File: config.mk
export PLATFORM = sky130hd
export DESIGN_NAME = fe_fetch_pc_unit
export DESIGN_NICKNAME = d
export VERILOG_FILES = /design/src/rtl/fe_fetch_pc_unit.sv
export SDC_FILE = /design/constraint.sdc
export NUM_CORES = 1
export LEC_CHECK = 0
export CAP_MARGIN = 20
export CORE_AREA = 2 2 96 98
export DETAILED_ROUTE_END_ITERATION = 8
export DIE_AREA = 0 0 98 100
export PLACE_DENSITY = 0.81
export SLEW_MARGIN = 20
export SYNTH_ARGS = -nofsm -noshare
export SYNTH_HDL_FRONTEND = slang
export SYNTH_SLANG_ARGS = --single-unit
File: constraint.sdc
create_clock -name clk -period 1.8 [get_ports clk]
set_input_delay 0.18 -clock clk [delete_from_list [all_inputs] [get_ports clk]]
set_output_delay 0.18 -clock clk [all_outputs]
set_load 0.005 [all_outputs]
File: src/rtl/fe_fetch_pc_unit.sv
// ---------------------------------------------------------------------------
// fe_fetch_pc_unit
//
// Fetch-stage program counter and instruction fetch sequencer.
//
// Holds the architectural PC. Fetches one instruction at a time from
// instruction memory using a request/grant/response handshake. Presents the
// fetched word, its PC and PC + 4 to the rest of the pipeline.
//
// The PC advances only when the held instruction retires. The new PC comes
// from the next-PC mux. If that PC is not word aligned, the unit enters a
// trap state that only reset can leave.
//
// Sequence per instruction:
//   REQ   -> request issued at pc, waits for grant
//   WAIT  -> waits for read data
//   VALID -> instruction held for execution until retire
//   TRAP  -> misaligned PC loaded; unit is dead until reset
//
// Ports
//   clk             in   sole clock, rising edge
//   rst             in   synchronous, active-high reset
//   pc_next_i       in   next PC from the next-PC mux (sampled on retire)
//   retire_i        in   held instruction has completed
//   imem_req_o      out  fetch request
//   imem_addr_o     out  fetch address (always equals pc_o)
//   imem_gnt_i      in   memory accepted the request this cycle
//   imem_rvalid_i   in   read data valid
//   imem_rdata_i    in   instruction word from memory
//   pc_o            out  PC of the held instruction
//   pc_plus_4_o     out  pc_o + 4, wrapping modulo 2^32
//   instr_o         out  held instruction word
//   instr_valid_o   out  instr_o is valid for execution
//   misaligned_o    out  sticky: a misaligned PC was loaded
//
// Parameters
//   RESET_PC        PC loaded on reset; must be 4-byte aligned (not checked)
// ---------------------------------------------------------------------------

module fe_fetch_pc_unit #(
    parameter logic [31:0] RESET_PC = 32'h0000_0000
) (
    input  logic        clk,
    input  logic        rst,

    // Next-PC selection and retirement
    input  logic [31:0] pc_next_i,
    input  logic        retire_i,

    // Instruction memory port
    output logic        imem_req_o,
    output logic [31:0] imem_addr_o,
    input  logic        imem_gnt_i,
    input  logic        imem_rvalid_i,
    input  logic [31:0] imem_rdata_i,

    // Decode / execute side
    output logic [31:0] pc_o,
    output logic [31:0] pc_plus_4_o,
    output logic [31:0] instr_o,
    output logic        instr_valid_o,
    output logic        misaligned_o
);

    // Canonical RISC-V NOP (addi x0, x0, 0). This is what instr_o holds
    // before the first fetch completes.
    localparam logic [31:0] NOP_INSTR = 32'h0000_0013;

    typedef enum logic [1:0] {
        S_REQ   = 2'd0,
        S_WAIT  = 2'd1,
        S_VALID = 2'd2,
        S_TRAP  = 2'd3
    } state_t;

    state_t      state;
    logic [31:0] pc;
    logic [31:0] instr;
    logic        valid_q;
    logic        trap_q;

    // -----------------------------------------------------------------------
    // Sequencer
    //
    // State, PC, instruction and the status flags all update in one block.
    // Each transition also sets the flag it implies, so instr_valid_o and
    // misaligned_o come straight from flops.
    // -----------------------------------------------------------------------
    // NOTE: every register here is assigned with <=. All of them then sample
    // the pre-edge values, whatever order the statements appear in.
    always_ff @(posedge clk) begin
        if (rst) begin
            // NOTE: instr is a datapath register, but it is reset anyway.
            // Decode then sees a defined NOP instead of X before the first fetch.
            state   <= S_REQ;
            pc      <= RESET_PC;
            instr   <= NOP_INSTR;
            valid_q <= 1'b0;
            trap_q  <= 1'b0;
        end else begin
            case (state)
                // Request phase. rvalid is deliberately not looked at here.
                // A response that arrives now belongs to a transaction
                // abandoned by reset, so it is dropped. That also covers
                // gnt and rvalid arriving together.
                S_REQ: begin
                    if (imem_gnt_i) begin
                        state <= S_WAIT;
                    end
                end

                // Response phase. Memory keeps at most one transaction
                // outstanding, so the first rvalid seen here is ours.
                S_WAIT: begin
                    if (imem_rvalid_i) begin
                        instr   <= imem_rdata_i;
                        valid_q <= 1'b1;
                        state   <= S_VALID;
                    end
                end

                // Instruction held for execution. Stall until it retires.
                // pc_next_i is sampled only here.
                S_VALID: begin
                    if (retire_i) begin
                        pc      <= pc_next_i;
                        valid_q <= 1'b0;
                        if (pc_next_i[1:0] != 2'b00) begin
                            trap_q <= 1'b1;
                            state  <= S_TRAP;
                        end else begin
                            state  <= S_REQ;
                        end
                    end
                end

                // Terminal until reset. No requests, no retires, and
                // responses are ignored.
                S_TRAP: begin
                    state <= S_TRAP;
                end

                default: begin
                    state <= S_REQ;
                end
            endcase
        end
    end

    // -----------------------------------------------------------------------
    // Outputs
    // -----------------------------------------------------------------------

    // The request is a decode of the state register, gated by rst. Reset
    // forces the state back to REQ, so without the gate req would rise while
    // rst is still held high. With the gate it rises in the first cycle that
    // rst is low. No imem_* input reaches any output combinationally.
    assign imem_req_o    = (state == S_REQ) && !rst;
    assign imem_addr_o   = pc;

    assign pc_o          = pc;
    // 32-bit add; the carry out is dropped, so 32'hFFFF_FFFC wraps to 0.
    assign pc_plus_4_o   = pc + 32'd4;
    assign instr_o       = instr;
    assign instr_valid_o = valid_q;
    assign misaligned_o  = trap_q;

endmodule

==> Word level (Yosys, flattened, before mapping) <==
Cells that the tools add are included.
{ "totals": {"reg_bits": 68, "latch_bits": 0, "ramBits": 0, "romBits": 0, "input_bits": 69, "output_inout_bits": 131, "elab_cells": 30, "mem_count": 0} }
{ "op_classes": {"addsub": 1, "multipliers": 0, "n_div": 0, "order_cmp": 0, "eq_ne": 6, "shift": 0, "muxes": 8, "n_bitwise": 0, "n_reduce_logical": 10} }
{ "op_table": {"columns": ["operator", "n"], "rows": [
  ["adder 32 x 3 -> 32 bit, second input constant", 1],
  ["AND reduction 3 bit", 3],
  ["two-way mux 2 bit", 4],
  ["one-hot mux 2 bit (4 select lines)", 1],
  ["!= test 2 bit, second input constant", 3],
  ["== test 2 bit, second input constant", 2],
  ["AND reduction 2 bit", 2],
  ["nonzero test 2 bit", 2],
  ["== test 2 x 1 -> 1 bit, second input constant", 1],
  ["zero test 2 bit", 1],
  ["two-way mux 1 bit", 2],
  ["one-hot mux 1 bit (2 select lines)", 1],
  ["logical AND 1 bit", 1],
  ["zero test 1 bit", 1]
]} }

==> Depth between registers and ports, before layout <==
Gate-level depths: netlist (run 1).
{ "logic_depth": {"ltp_word": 4, "depth_mapped": 6, "depth_no_buf": 5} }

==> Worst setup path before layout (run 1) <==
Ideal clock, no wire load.
{ "synth_path": {"path_type": "register -> output", "start": "register pc[2] (netlist: imem_addr_o[2])", "end": "output port pc_plus_4_o[18]", "t_arrival_ns": 1.438, "required_time_ns": 1.620, "slack_ns": 0.182, "path_stages_with_launch": 6, "path_buffers": 0, "cell_sequence": "dfxtp_1 -> ha_1 -> nand3_1 -> nor4_4 -> nand4_1 -> xnor2_1"} }
{ "synth_via": {"elab_chain_len": 1} }
{ "synth_lines": {"columns": ["element", "line", "rtl"], "rows": [
  ["from (decl)", "77", "logic [31:0] pc;"],
  ["from (signal assigned)", "126", "pc <= pc_next_i;"],
  ["adder 32 x 3 -> 32 bit", "163", "assign pc_plus_4_o = pc + 32'd4;"],
  ["to (decl)", "59", "output logic [31:0] pc_plus_4_o,"]
]} }
No other way between the ends.

==> Worst setup path after layout (run 1) <==
{ "layout_path": {"start": "register pc[12] (netlist: imem_addr_o[12])", "end": "output port pc_plus_4_o[28]"} }
The elaborated chain is that of the path after synthesis.

==> results of run 1 <==
[layout make-up]
cell class                 count  area [sq um]
fill                         733          3220
timing repair buffer         265          2400
multi-input combinational    286          1590
sequential                    68          1380
clock buffer                  11           141
tap                          111           139
clock inverter                 3          15.0
inverter                       3          11.3
[repair_timing]
action | CTS | global route
setup endpoints to repair | 28 | 25
pin swaps | 20 | 22
buffers inserted | 9 | 5
gates resized for setup | 101 | 46
[layout by cell type (no fill, tap or decap), types with 4 or more instances in the layout]
master	n
clkbuf_8	10
and4_1	5
nand3_1	4
xnor2_1	20
xor2_1	5
clkdlybuf4s50_1	170
a21oi_1	66
nand2_1	136
buf_6	10
dfxtp_1	57
dfxtp_2	10
buf_2	24
nand3_2	4
and3_1	4
nand4_1	10
buf_4	55
[critical path, cell delays in order (launching register included)]
cell and delay [ns]:
dfxtp_2 0.35, nand4_4 0.13, nor4_4 0.28, buf_4 0.19, buf_4 0.12, nand4_1 0.11
xnor2_1 0.22, buf_2 0.17
[cells by family after synthesis]
family                     after synthesis  synth area share, %
AOI/OAI and AO/OA                       68                 10.8
DFF                                     68                 42.9
xor gates and xnor gates                28                 7.72
adders and majority gates                1                0.394
buffers and inverters                   60                 11.3
and+or+nand+nor                        189                 26.9
[through the flow]
step                setup TNS, ns  power, mW
floorplan                       0       1.83
global placement            -1.82       2.21
detailed placement          -3.00       2.22
CTS                         -3.31       3.27
global route                -5.71       3.39
finish                      -2.56       3.22
[flip-flops by register name, summed over array words and instances (netlist names)]
| name | cells |
|---|---|
| imem_addr_o | 32 |
| instr_o | 32 |
| state | 2 |
| instr_valid_o | 1 |
| misaligned_o | 1 |
[power by group]
group	internal, mW	total [mW]	switching, mW
Sequential	1.57	1.61	0.0403
Clock	0.515	1.03	0.519
Combinational	0.355	0.575	0.220
Total	2.44	3.22	0.780
[path summary, 6_finish.rpt]
kind                    from  slack (ns)              end  depth (start not counted)
max          imem_addr_o[12]       -0.28  pc_plus_4_o[28]                          7
min            pc_next_i[10]        0.39  imem_addr_o[10]                          3
max reg2reg         state[0]        0.37  imem_addr_o[31]                          5
min reg2reg      instr_o[14]        0.45      instr_o[14]                          2
[cell usage after synthesis]
master,number,area share [%]
nor2_2,1,0.20
nand2b_1,1,0.20
and3_1,4,0.79
nor4_4,1,0.67
and4_1,5,1.4
dfxtp_1,68,43
o21ai_0,1,0.16
or2_2,2,0.39
nor3_2,1,0.32
ha_1,1,0.39
nand3_2,1,0.32
buf_2,4,0.63
inv_1,3,0.35
xnor2_1,23,6.3
nor2_1,7,0.83
nand2_1,139,16
buf_4,34,8.0
nand4_2,1,0.39
nand3b_1,3,0.71
clkbuf_1,18,2.1
nor3_1,1,0.16
or2_1,1,0.20
nand4b_1,2,0.55
nand4_1,10,2.0
clkbuf_2,1,0.16
a211oi_1,1,0.24
nand3_1,9,1.4
a21oi_1,66,10
xor2_1,5,1.4
[per-layer routing]
metal | global-route usage, % | vias up | wire length [microns]
li1 | - | 1758 | -
met1 | 23.6 | 1647 | 4130
met5 | 0 | - | 0
met4 | 7.48 | 0 | 161
met3 | 6.62 | 14 | 875
met2 | 37.7 | 145 | 5480
==> out/summary.txt, run 1 <==
WS Path Type - flop to output port
DR vias - 3564
Die footprint - 9800 sq um
DPL Wire Length - 7.67 mm
Mapped Cells - 414
Status - complete, but fails checks
Largest net degree at the start of global routing - 69
Port bufs - 199
Unique cell type count in the Yosys netlist - 29
Root Buffer - clkbuf_8
Synth Net Count - 484
Area Growth Syn to Fin - 78.6%
Clk_lat worst skew - 0.33 ns
Flops & latches, synth - 68
DRC - 0
CP arrival - 1.90 ns
Final GP Congestion - 0.817
Failing checks - negative setup slack
Clock slew at reported path FFs - 0.07 ns
Num CTS Buffers - 9
Sequential fraction of the synthesis area - 42.9%
Syn Std Cell Area - 3180 sq um
H-Tree Depth - 3
Slew margin rel. - 53.4%
Max Clk Rate - 482 MHz
Post-route ant nets - 0
WL final - 10.6 mm
Post-CTS Hold Buffers - 0
DRT iter0 DRCs - 81
TritonRoute pass-1 iters - 4
Vias per cell - 4.77
Non-filler instance count after layout - 747
Dpl cells - 719
Slew Limit Fails - 0
Startpoint types - flop
Worst Skew - 0.00878 ns
Avg Cell Area, Syn - 7.67 sq um
Die height - 100 microns
Core Rows - 35
Final WS setup - -0.276 ns
Chip Width - 98 microns
Placed standard-cell area - 5360 sq um
Vias in the first global route - 3478
Pre-CTS setup slack - -0.264 ns
Final setup viols - 22
Total GRT Usage - 21.0%
Worst slew pin tran - 0.699 ns
Final instance area - 5670 sq um
Fin crit share - 115%
Worst hold path class - primary input to flop
Max-cap violations - 0
Grt ovf - 0
Top Ports - 200
Endpoint class of the critical path - output port
Initial cell density of the core - 35.7%
CP required - 1.62 ns
Yosys warning total - 0
Clock Path Buffers - 2
Share of layout cells above drive strength 1 - 22.0%
RSZ-0062 raised after global routing - yes
CP Max Fanout - 4
Hold Fails Final Rpt - 0
Post-DR wirelength/cell - 14.2 microns
Leak - 2.24 nW
Pwr per Cell Area - 567 nW/um^2
CTS tree - done
CTS Sinks - 68
Maximum VDD drop - 0.426 mV
Layout Nets - 703
Initial antenna violation count - 0
Hold WS - 0.388 ns
Core area - 8890 sq um
Number of inserted diodes - 0
Fin util - 63.8%
Final min period - 2.08 ns
First-pass GRT wire length - 16.9 mm
Power figures use the tool's default switching activity.
==> run 2, diff against run 1 <==
Settings changed: CTS_CLUSTER_SIZE set to 20.
==> results of run 2 <==
Final layout, timing and power as in run 1 (identical DEF).
